$ cat src/rtl/funds_display_driver_if.sv
`default_nettype none
// ============================================================================
// funds_display_driver_if
// Bundle of the conversion request, BCD result and 7-segment scan signals
// shared between a value source (master) and funds_display_driver (slave).
// Revision: 1.0
// ============================================================================
interface funds_display_driver_if #(
  parameter int WIDTH  = 32,
  parameter int DIGITS = 10
);
  logic [WIDTH-1:0]    value;
  logic                update;
  logic                busy;
  logic                done;
  logic [4*DIGITS-1:0] bcd;
  logic [6:0]          seg;
  logic [DIGITS-1:0]   digit_sel;

  modport master (
    output value, update,
    input  busy, done, bcd, seg, digit_sel
  );

  modport slave (
    input  value, update,
    output busy, done, bcd, seg, digit_sel
  );
endinterface
`default_nettype wire

$ cat src/rtl/funds_display_driver.sv
`default_nettype none
// ============================================================================
// funds_display_driver
// Sequential double-dabble binary-to-BCD converter (one bit per clock) with a
// continuously running, registered 7-segment digit scanner.
// Optional feature macro: FUNDS_DISPLAY_BLANK_EN (leading-zero blanking).
// Revision: 1.0
// ============================================================================
module funds_display_driver #(
  parameter int WIDTH    = 32,
  parameter int DIGITS   = 10,
  parameter int SCAN_DIV = 1024
) (
  input  logic                  clk,
  input  logic                  rst,
  funds_display_driver_if.slave bus
);
  // ceil(WIDTH * log10(2)) using a fixed-point approximation of log10(2)
  localparam int MIN_DIGITS = (WIDTH * 30103 + 99999) / 100000;
  localparam int CNT_W      = (WIDTH > 1) ? $clog2(WIDTH) : 1;
  localparam int SC_W       = (SCAN_DIV > 1) ? $clog2(SCAN_DIV) : 1;
  localparam int DI_W       = (DIGITS > 1) ? $clog2(DIGITS) : 1;
  localparam int TOT        = 4 * DIGITS + WIDTH;
  localparam logic [DIGITS-1:0] SEL_ONE = DIGITS'(1);

  if (DIGITS < MIN_DIGITS) begin : g_digits_check
    $error("funds_display_driver: DIGITS too small for WIDTH");
  end
  if (SCAN_DIV < 1) begin : g_scan_check
    $error("funds_display_driver: SCAN_DIV must be >= 1");
  end

  typedef enum logic [0:0] {IDLE = 1'b0, SHIFT = 1'b1} state_t;

  state_t              state, state_nx;
  logic                load, step, finish;
  logic [CNT_W-1:0]    cnt;
  logic [TOT-1:0]      work, shifted;
  logic [4*DIGITS-1:0] bcd_adj;
  logic [4*DIGITS-1:0] bcd_r;
  logic                done_r;

  logic [SC_W-1:0]     scan_cnt;
  logic [DI_W-1:0]     digit_idx, idx_nx;
  logic [DIGITS-1:0]   blank;
  logic                run_zero;
  logic [6:0]          seg_r, seg_nx;
  logic [DIGITS-1:0]   sel_r;

  function automatic logic [6:0] decode(input logic [3:0] d);
    case (d)
      4'd0:    decode = 7'h3F;
      4'd1:    decode = 7'h06;
      4'd2:    decode = 7'h5B;
      4'd3:    decode = 7'h4F;
      4'd4:    decode = 7'h66;
      4'd5:    decode = 7'h6D;
      4'd6:    decode = 7'h7D;
      4'd7:    decode = 7'h07;
      4'd8:    decode = 7'h7F;
      4'd9:    decode = 7'h6F;
      default: decode = 7'h00;
    endcase
  endfunction

  // FSM state register
  always_ff @(posedge clk) begin
    if (rst) state <= IDLE;
    else     state <= state_nx;
  end

  // FSM next-state and datapath control strobes
  always_comb begin
    state_nx = state;
    load     = 1'b0;
    step     = 1'b0;
    finish   = 1'b0;
    case (state)
      IDLE: begin
        if (bus.update) begin
          load     = 1'b1;
          state_nx = SHIFT;
        end
      end
      SHIFT: begin
        step = 1'b1;
        if (cnt == CNT_W'(WIDTH - 1)) begin
          finish   = 1'b1;
          state_nx = IDLE;
        end
      end
      default: state_nx = IDLE;
    endcase
  end

  // Add-3 on every nibble >= 5, then shift the whole register left; the bit
  // leaving the top nibble is always zero when DIGITS is large enough
  always_comb begin
    bcd_adj = work[TOT-1:WIDTH];
    for (int i = 0; i < DIGITS; i++) begin
      if (work[WIDTH + 4*i +: 4] >= 4'd5)
        bcd_adj[4*i +: 4] = work[WIDTH + 4*i +: 4] + 4'd3;
    end
    shifted = {bcd_adj, work[WIDTH-1:0]} << 1;
  end

  // Conversion shift register, iteration counter and held result
  always_ff @(posedge clk) begin
    if (rst) begin
      work   <= '0;
      cnt    <= '0;
      bcd_r  <= '0;
      done_r <= 1'b0;
    end else begin
      done_r <= finish;
      if (load) begin
        work <= {{(4*DIGITS){1'b0}}, bus.value};
        cnt  <= '0;
      end else if (step) begin
        work <= shifted;
        cnt  <= cnt + CNT_W'(1);
      end
      if (finish) bcd_r <= shifted[TOT-1:WIDTH];
    end
  end

  // Leading-zero blank mask from the held result; digit 0 never blanks
  always_comb begin
    blank    = '0;
    run_zero = 1'b1;
`ifdef FUNDS_DISPLAY_BLANK_EN
    for (int i = DIGITS - 1; i > 0; i--) begin
      run_zero = run_zero & (bcd_r[4*i +: 4] == 4'd0);
      blank[i] = run_zero;
    end
`endif
  end

  // Next scan digit and its segment pattern, registered together below
  always_comb begin
    idx_nx = digit_idx;
    if (scan_cnt == SC_W'(SCAN_DIV - 1)) begin
      if (digit_idx == DI_W'(DIGITS - 1)) idx_nx = '0;
      else                                idx_nx = digit_idx + DI_W'(1);
    end
    seg_nx = blank[idx_nx] ? 7'h00 : decode(bcd_r[4*idx_nx +: 4]);
  end

  // Free-running scan divider; seg and digit_sel update on the same edge
  always_ff @(posedge clk) begin
    if (rst) begin
      scan_cnt  <= '0;
      digit_idx <= '0;
      sel_r     <= SEL_ONE;
      seg_r     <= 7'h3F;
    end else begin
      if (scan_cnt == SC_W'(SCAN_DIV - 1)) scan_cnt <= '0;
      else                                 scan_cnt <= scan_cnt + SC_W'(1);
      digit_idx <= idx_nx;
      sel_r     <= SEL_ONE << idx_nx;
      seg_r     <= seg_nx;
    end
  end

  assign bus.busy      = (state == SHIFT);
  assign bus.done      = done_r;
  assign bus.bcd       = bcd_r;
  assign bus.seg       = seg_r;
  assign bus.digit_sel = sel_r;
endmodule
`default_nettype wire
$ cat src/flat_wrapper.sv
// flat-port wrapper written by rule: the top's interface ports become plain ports
module funds_display_driver_flat 
#(
  parameter int WIDTH    = 32,
  parameter int DIGITS   = 10,
  parameter int SCAN_DIV = 1024
)
  (clk, rst, bus_value, bus_update, bus_busy, bus_done, bus_bcd, bus_seg, bus_digit_sel);
  funds_display_driver_if #(.WIDTH(WIDTH), .DIGITS(DIGITS)) bus_i ();
  input  logic clk;
  input  logic rst;
  input wire logic [$bits(bus_i.value)-1:0] bus_value;
  input wire logic [$bits(bus_i.update)-1:0] bus_update;
  output wire logic [$bits(bus_i.busy)-1:0] bus_busy;
  output wire logic [$bits(bus_i.done)-1:0] bus_done;
  output wire logic [$bits(bus_i.bcd)-1:0] bus_bcd;
  output wire logic [$bits(bus_i.seg)-1:0] bus_seg;
  output wire logic [$bits(bus_i.digit_sel)-1:0] bus_digit_sel;
  assign bus_i.value = bus_value;
  assign bus_i.update = bus_update;
  assign bus_busy = bus_i.busy;
  assign bus_done = bus_i.done;
  assign bus_bcd = bus_i.bcd;
  assign bus_seg = bus_i.seg;
  assign bus_digit_sel = bus_i.digit_sel;
  funds_display_driver #(.WIDTH(WIDTH), .DIGITS(DIGITS), .SCAN_DIV(SCAN_DIV)) u_core (.clk(clk), .rst(rst), .bus(bus_i));
endmodule
$ cat config.mk
export PLATFORM = sky130hd
export DESIGN_NAME = funds_display_driver_flat
export DESIGN_NICKNAME = d
export VERILOG_FILES = /design/src/rtl/funds_display_driver_if.sv /design/src/rtl/funds_display_driver.sv /design/src/flat_wrapper.sv
export SDC_FILE = /design/constraint.sdc
export NUM_CORES = 1
export LEC_CHECK = 0
export ABC_AREA = 1
export BUFFER_PORTS_ARGS = -buffer_cell sky130_fd_sc_hd__buf_2
export CAP_MARGIN = 40
export CORE_MARGIN = 4
export CORE_UTILIZATION = 45
export CTS_CLUSTER_SIZE = 30
export DETAILED_ROUTE_END_ITERATION = 7
export SYNTH_ARGS = -nofsm -noshare
export SYNTH_HDL_FRONTEND = slang
export SYNTH_SLANG_ARGS = --single-unit
export TNS_END_PERCENT = 5
$ cat constraint.sdc
create_clock -name clk -period 3.8 [get_ports clk]
set_clock_uncertainty 0.15 [all_clocks]
set_input_delay 0.19 -clock clk [delete_from_list [all_inputs] [get_ports clk]]
set_output_delay 0.19 -clock clk [all_outputs]
set_load 0.01 [all_outputs]
# Word level (Yosys, flattened, before mapping)
# Memories as Yosys holds them, arrays and structs flattened.
# Cells that the tools add are included.
[op_classes] bitwise=1 shift=2 n_eq_ne=3 order_cmp=11 add_sub_neg=13 muxes=23 reduce_logical=4
[op_table] operator="32-bit 2-to-1 mux" count=2
[op_table] operator="4-bit 2-to-1 mux" count=11
[op_table] operator="4-bit by 3-bit greater-or-equal comparator with 1-bit output, second input constant" count=10
[op_table] operator="40-bit by 7-bit variable part select with 4-bit output" count=1
[op_table] operator="4-bit by 2-bit adder with 4-bit output, second input constant" count=9
[op_table] operator="10-bit by 1-bit adder with 10-bit output, second input constant" count=1
[op_table] operator="10-bit equality test, second input constant" count=1
[op_table] operator="1-bit by 4-bit << shifter with 10-bit output, first input constant" count=1
[op_table] operator="1-bit 2-to-1 mux" count=7
[op_table] operator="6-bit 2-to-1 mux" count=1
[op_table] operator="2-bit OR reduction" count=3
[op_table] operator="5-bit by 1-bit adder with 5-bit output, second input constant" count=1
[op_table] operator="5-bit equality test, second input constant" count=1
[op_table] operator="4-bit by 5-bit less-than comparator with 1-bit output, second input constant" count=1
[op_table] operator="4-bit by 1-bit adder with 4-bit output, second input constant" count=1
[op_table] operator="4-bit equality test, second input constant" count=1
[op_table] operator="3-bit by 2-bit adder with 3-bit output, second input constant" count=1
[op_table] operator="3-bit 2-to-1 mux" count=1
[op_table] operator="1-bit one-hot mux with 2 select lines" count=1
[op_table] operator="2-bit nonzero test" count=1
[op_table] operator="1-bit NOT" count=1
[totals] mem_bits_ro=128 in_bits=35 reg_bits=150 mem_count=2 wordCells=70
[mem_list] memory="(no name shown)" depth=16 word_bits=7 rd=1 rd_clocked_by_memory_dff=0 write_ports=0 line="funds_display_driver.sv:51" text="case (d)"
[mem_list] memory="(no name shown)" depth=16 word_bits=1 rd=1 rd_clocked_by_memory_dff=0 write_ports=0 line="funds_display_driver.sv:146" text="seg_nx = blank[idx_nx] ? 7'h00 : decode(bcd_r[4*idx_nx +: 4]);"

# Longest topological paths before layout
[depth] depth_word=6 mapped_depth=21

# Worst setup path after synthesis
# OpenSTA, ideal clock, no wires.
[synth_timing] kind="register to register" start="register u_core.scan_cnt[0]" end="register u_core.seg_r[3], in the netlist u_core.bus.seg[3]" arrival_time_ps=2315 path_slack_ps=1221 path_stages_with_launch=20 setup_ps=114 synth_period_minus_slack_ps=2579 cell_sequence="dfxtp_1 > ha_1 > nand2_1 > nor2_2 > nand3_4 > clkinv_1 > nand2_1 > nand2_1 > nand3_4 > inv_2 > nor2_1 > a21oi_1 > o21ai_1 > nand2_1 > inv_1 > ha_1 > nand2_1 > o21ai_0 > nand2_1 > nand2_1"
[synth_between] elab_chain_len=5 elab_cells_between_ends=7 cone_classes="1 x eq/ne; 1 x shift; 3 x mux; 2 x memory"
[synth_lines] element="start, declared" line="funds_display_driver.sv:43" text="logic [SC_W-1:0] scan_cnt;"
[synth_lines] element="start signal, assigned" line="funds_display_driver.sv:158" text="else scan_cnt <= scan_cnt + SC_W'(1);"
[synth_lines] element="10-bit equality test (*)" line="funds_display_driver.sv:142" text="if (scan_cnt == SC_W'(SCAN_DIV - 1)) begin"
[synth_lines] element="4-bit 2-to-1 mux (*)" line="funds_display_driver.sv:142"
[synth_lines] element="40-bit by 7-bit variable part select with 4-bit output / memory read 16 x 1 bit (equally long branches)"
[synth_lines] element="memory read 16 x 7 bit / 1-bit 2-to-1 mux (equally long branches)"
[synth_lines] element="6-bit 2-to-1 mux (*)" line="funds_display_driver.sv:146"
[synth_lines] element="end signal, assigned" line="funds_display_driver.sv:161" text="seg_r <= seg_nx;"
[synth_lines] element="end, declared" line="funds_display_driver.sv:47" text="logic [6:0] seg_r, seg_nx;"
# Mark *: on every way between the ends. The rest lies on a longest branch, timed or not. The select of a mux whose other input is x is not followed.
# A chain may end at the register's enable or synchronous reset.

# Worst setup path in the final report
# Same ends and word-level chain as after synthesis.

==> results_dict.tcl <==
set metrics [dict create \
    min_path_type "in2reg" \
    tns_ns 0 \
    power_density_nw_per_um2 433 \
    tritoncts "yes" \
    rsz0062_at_grt "false" \
    coreArea_sq_um 15800 \
    cts_num_sinks 150 \
    design.die.area_sq_um 18200 \
    netlist_area_sq_um 7240 \
    synth.avg_cell_area_sq_um 7.07 \
    setup_viol 0 \
    max-vdd-ir-drop_uv 304 \
    cp.arrival_ns 3.17 \
    wl_um 18200 \
    synth_xor_area_share_pct 1.33 \
    worstPathRequired_ns 3.97 \
    grt_usage_pct 20.8 \
    grt_overflow 0 \
    fillCellCount 1516 \
    drc 0 \
    final_antenna_net_count 0 \
    clk_pin_slew_ns 0.06 \
    cp_max_fo 11 \
    grt_pass1_vias 6107 \
    fin_crit_sh_pct 78.8 \
    routedWlPerCell_um 13.4 \
    hold_violations 0 \
    syn_inst 1024 \
    root_buffer "clkbuf_16" \
    crit_path_top_delay_cell "dfxtp_1" \
    worst_slack_ns 0.805 \
    synth_compound_area_share_pct 14.9 \
    synth_simple_gate_area_share_pct 25.3 \
    antenna_found_initial 0 \
    finalCriticalPeriod_ns 2.99 \
    vias 6552 \
    synthDominantCellAreaShare_pct 41.5 \
    dpl_worst_slack_ns 0.827 \
    synth_top_family_by_area "simple AND/OR/NAND/NOR gates" \
    synthTopCellsByArea "dfxtp_1, nand2_1, inv_1" \
    row_count 46 \
    worstSetupStartpointType "flop" \
    areaGrowthSynthToFinish_pct 22.3 \
    slew_violations 0 \
    syn_nets 1090 \
    status "completed" \
    crit_buf_inv 1 \
    yosysTopAreaCell "dfxtp_1" \
    dp_hpwl_um 12400 \
    numCtsBuffers 17 \
    portBuffers 93 \
    rr_startpoint "u_core.scan_cnt[0]$_SDFF_PP0_" \
    clockBufferDepth 2 \
    clock_latency_ns 0.42 \
    critPathLaunch "u_core.scan_cnt[0]$_SDFF_PP0_" \
    crit_chain "ha_1, nand2_1, nor2_2, nand3_4, nor2_1, or2_2, nand3_1, a21oi_1, o21ai_1, nand2_1, inv_1, ha_1, nand2_1, o21ai_0, nand2_1, nand2_1" \
    start_util_pct 45.7 \
    synth_mux_area_share_pct 0 \
    fin_util_pct 55.9 \
    synth_adder_area_share_pct 5.36 \
    first_pass_iters 5 \
    p_leak_nw 4.28 \
    design_area_sq_um 8850 \
    ys_types 36 \
    drive_gt1_share_pct 14.0 \
    worst_pin_slew_ns 0.816 \
    max_stage_delay_ns 0.36 \
    ys_ff_latch 150 \
    ys_seq_area_share_pct 41.5 \
    crit_path_end_kind "flop" \
    cts_resized 0 \
    synth_warnings 0 \
    grt_max_degree 81 \
    die_x_um 135 \
    post_drt_via_cell_ratio 4.80 \
    place_area_sq_um 7870 \
    htreeDepth 4 \
    die_y_um 135 \
    ios 94 \
    drt_iter0_drc 366 \
    slew_headroom_pct 45.6 \
    crit_type "reg2reg" \
    finalWeightedCongestion 0.847 \
    max_freq_mhz 334 \
    grt_pass1_wl_um 29900 \
    maxCapViolCount 0 \
    crit_top_cell "nand2_1" \
    min-delay-start "rst" \
    cp_top_family "simple AND/OR/NAND/NOR gates" \
    insertedDiodeCount 0 \
    nets 1202 \
]
path summary, 6_finish.rpt:
check                                                 endpoint  slack, ns  cells after the start
worst max-delay path              u_core.bus.seg[3]$_SDFF_PP1_       0.81                     16
worst min-delay path            u_core.digit_idx[3]$_SDFF_PP0_       0.04                      2
worst max register to register    u_core.bus.seg[3]$_SDFF_PP1_       0.81                     16
worst min register to register   u_core.scan_cnt[0]$_SDFF_PP0_       0.32                      1
logic make-up after synthesis:
| group | count (synthesis) |
|---|---|
| AO/OA/AOI/OAI | 189 |
| AND/OR/NAND/NOR | 426 |
| flip-flops | 150 |
| adder cells (fa/ha/maj) | 31 |
| XOR/XNOR | 11 |
| buffers and inverters | 217 |
per-stage QoR:
stage / std cells / power [mW] / hold WS [ns]
3_5_place_dp: 1301 / 1.97 / 0.301
5_1_grt: 1365 / 3.99 / 0.0572
4_1_cts: 1365 / 3.88 / 0.0228
3_3_place_gp: 1300 / 1.97 / 0.285
2_1_floorplan: 1024 / 1.89 / 0.185
6_report: 1365 / 3.83 / 0.0378
timing repair:
item,in CTS,in global routing
hold buffers,32,0
endpoints found under the hold margin,32,0
setup buffers,0,0
power breakdown:
group	total [mW]	switching [mW]	leakage (nW)	internal, mW
clock network	1.87	0.671	0.309	1.20
logic	0.309	0.193	2.76	0.116
registers	1.65	0.0297	1.22	1.62
total	3.83	0.893	4.28	2.94
placed cells by master (no fill, tap or decap), types with 2 or more instances in the layout:
| cell type | n |
|---|---|
| nand2_1 | 256 |
| inv_1 | 168 |
| dfxtp_1 | 149 |
| buf_2 | 93 |
| o21ai_0 | 84 |
| nor2_1 | 70 |
| nand3_1 | 62 |
| a21oi_1 | 46 |
| dlygate4sd3_1 | 32 |
| ha_1 | 31 |
| o211ai_1 | 28 |
| clkbuf_16 | 17 |
| o22ai_1 | 13 |
| nor3_1 | 10 |
| xor2_1 | 10 |
| o221ai_1 | 8 |
| buf_4 | 8 |
| o21ai_1 | 7 |
| nand2_2 | 5 |
| bufinv_16 | 5 |
| clkinv_1 | 4 |
| nand2_4 | 4 |
| nor3b_1 | 4 |
| or2_2 | 4 |
| clkinvlp_4 | 4 |
| nor2_2 | 3 |
| inv_2 | 3 |
| nand3_2 | 2 |
| nand3_4 | 2 |
| clkinv_2 | 2 |
| clkbuf_8 | 2 |
Yosys cell counts:
| master | n |
|---|---|
| inv_2 | 3 |
| nand4_1 | 1 |
| inv_1 | 169 |
| o21ai_1 | 7 |
| o21ai_0 | 84 |
| o221ai_1 | 8 |
| o22ai_1 | 13 |
| nand3_4 | 2 |
| nand2_1 | 256 |
| xor2_1 | 10 |
| nand2_4 | 4 |
| nand3_2 | 2 |
| buf_2 | 2 |
| nor2_1 | 72 |
| clkinv_1 | 3 |
| xnor2_1 | 1 |
| clkbuf_1 | 29 |
| nor3_1 | 10 |
| a21oi_1 | 46 |
| or2_2 | 4 |
| buf_1 | 7 |
| buf_6 | 3 |
| and3_1 | 1 |
| nor2_4 | 1 |
| a31oi_1 | 1 |
| ha_1 | 31 |
| o211ai_1 | 28 |
| nand4_4 | 1 |
| nor2_2 | 1 |
| inv_4 | 1 |
| nand2_2 | 5 |
| o21a_1 | 1 |
| o21ai_4 | 1 |
| nor3b_1 | 4 |
| nand3_1 | 62 |
| dfxtp_1 | 150 |
routing by layer:
layer  global-route usage (%)  up-vias  wire length (um)
met5                        0        -                 0
met4                     7.92        0               380
met3                     4.10       26               833
met2                     34.9      153              8420
met1                     26.4     2894              8600
li1                         -     3479                 -
area by class of cell:
| cell class | count | area [sq um] | share of cell area [%] |
|---|---|---|---|
| sequential | 150 | 3000 | 33.9 |
| tap | 216 | 270 | 3.05 |
| timing repair buffer | 134 | 861 | 9.73 |
| clock inverter | 12 | 199 | 2.25 |
| inverter | 176 | 663 | 7.49 |
| multi-input combinational | 657 | 3400 | 38.4 |
| clock buffer | 20 | 457 | 5.16 |
flip-flops by register name, summed over array words and instances (netlist names):
signal and flops:
u_core.work 72, u_core.bus.bcd 40, u_core.bus.digit_sel 10, u_core.scan_cnt 10, u_core.bus.seg 7, u_core.cnt 5, u_core.digit_idx 4, u_core.bus.busy 1
u_core.bus.done 1
worst reg2reg max path, delay by kind of cell (launching register included):
kind,cells,cell delay (ns)
DFF,1,0.36
and+or+nand+nor,10,1.38
AOI/OAI and AO/OA,3,0.40
adders and majority gates,2,0.49
buffers and inverters,1,0.11
(Power assumes the default switching activity.)
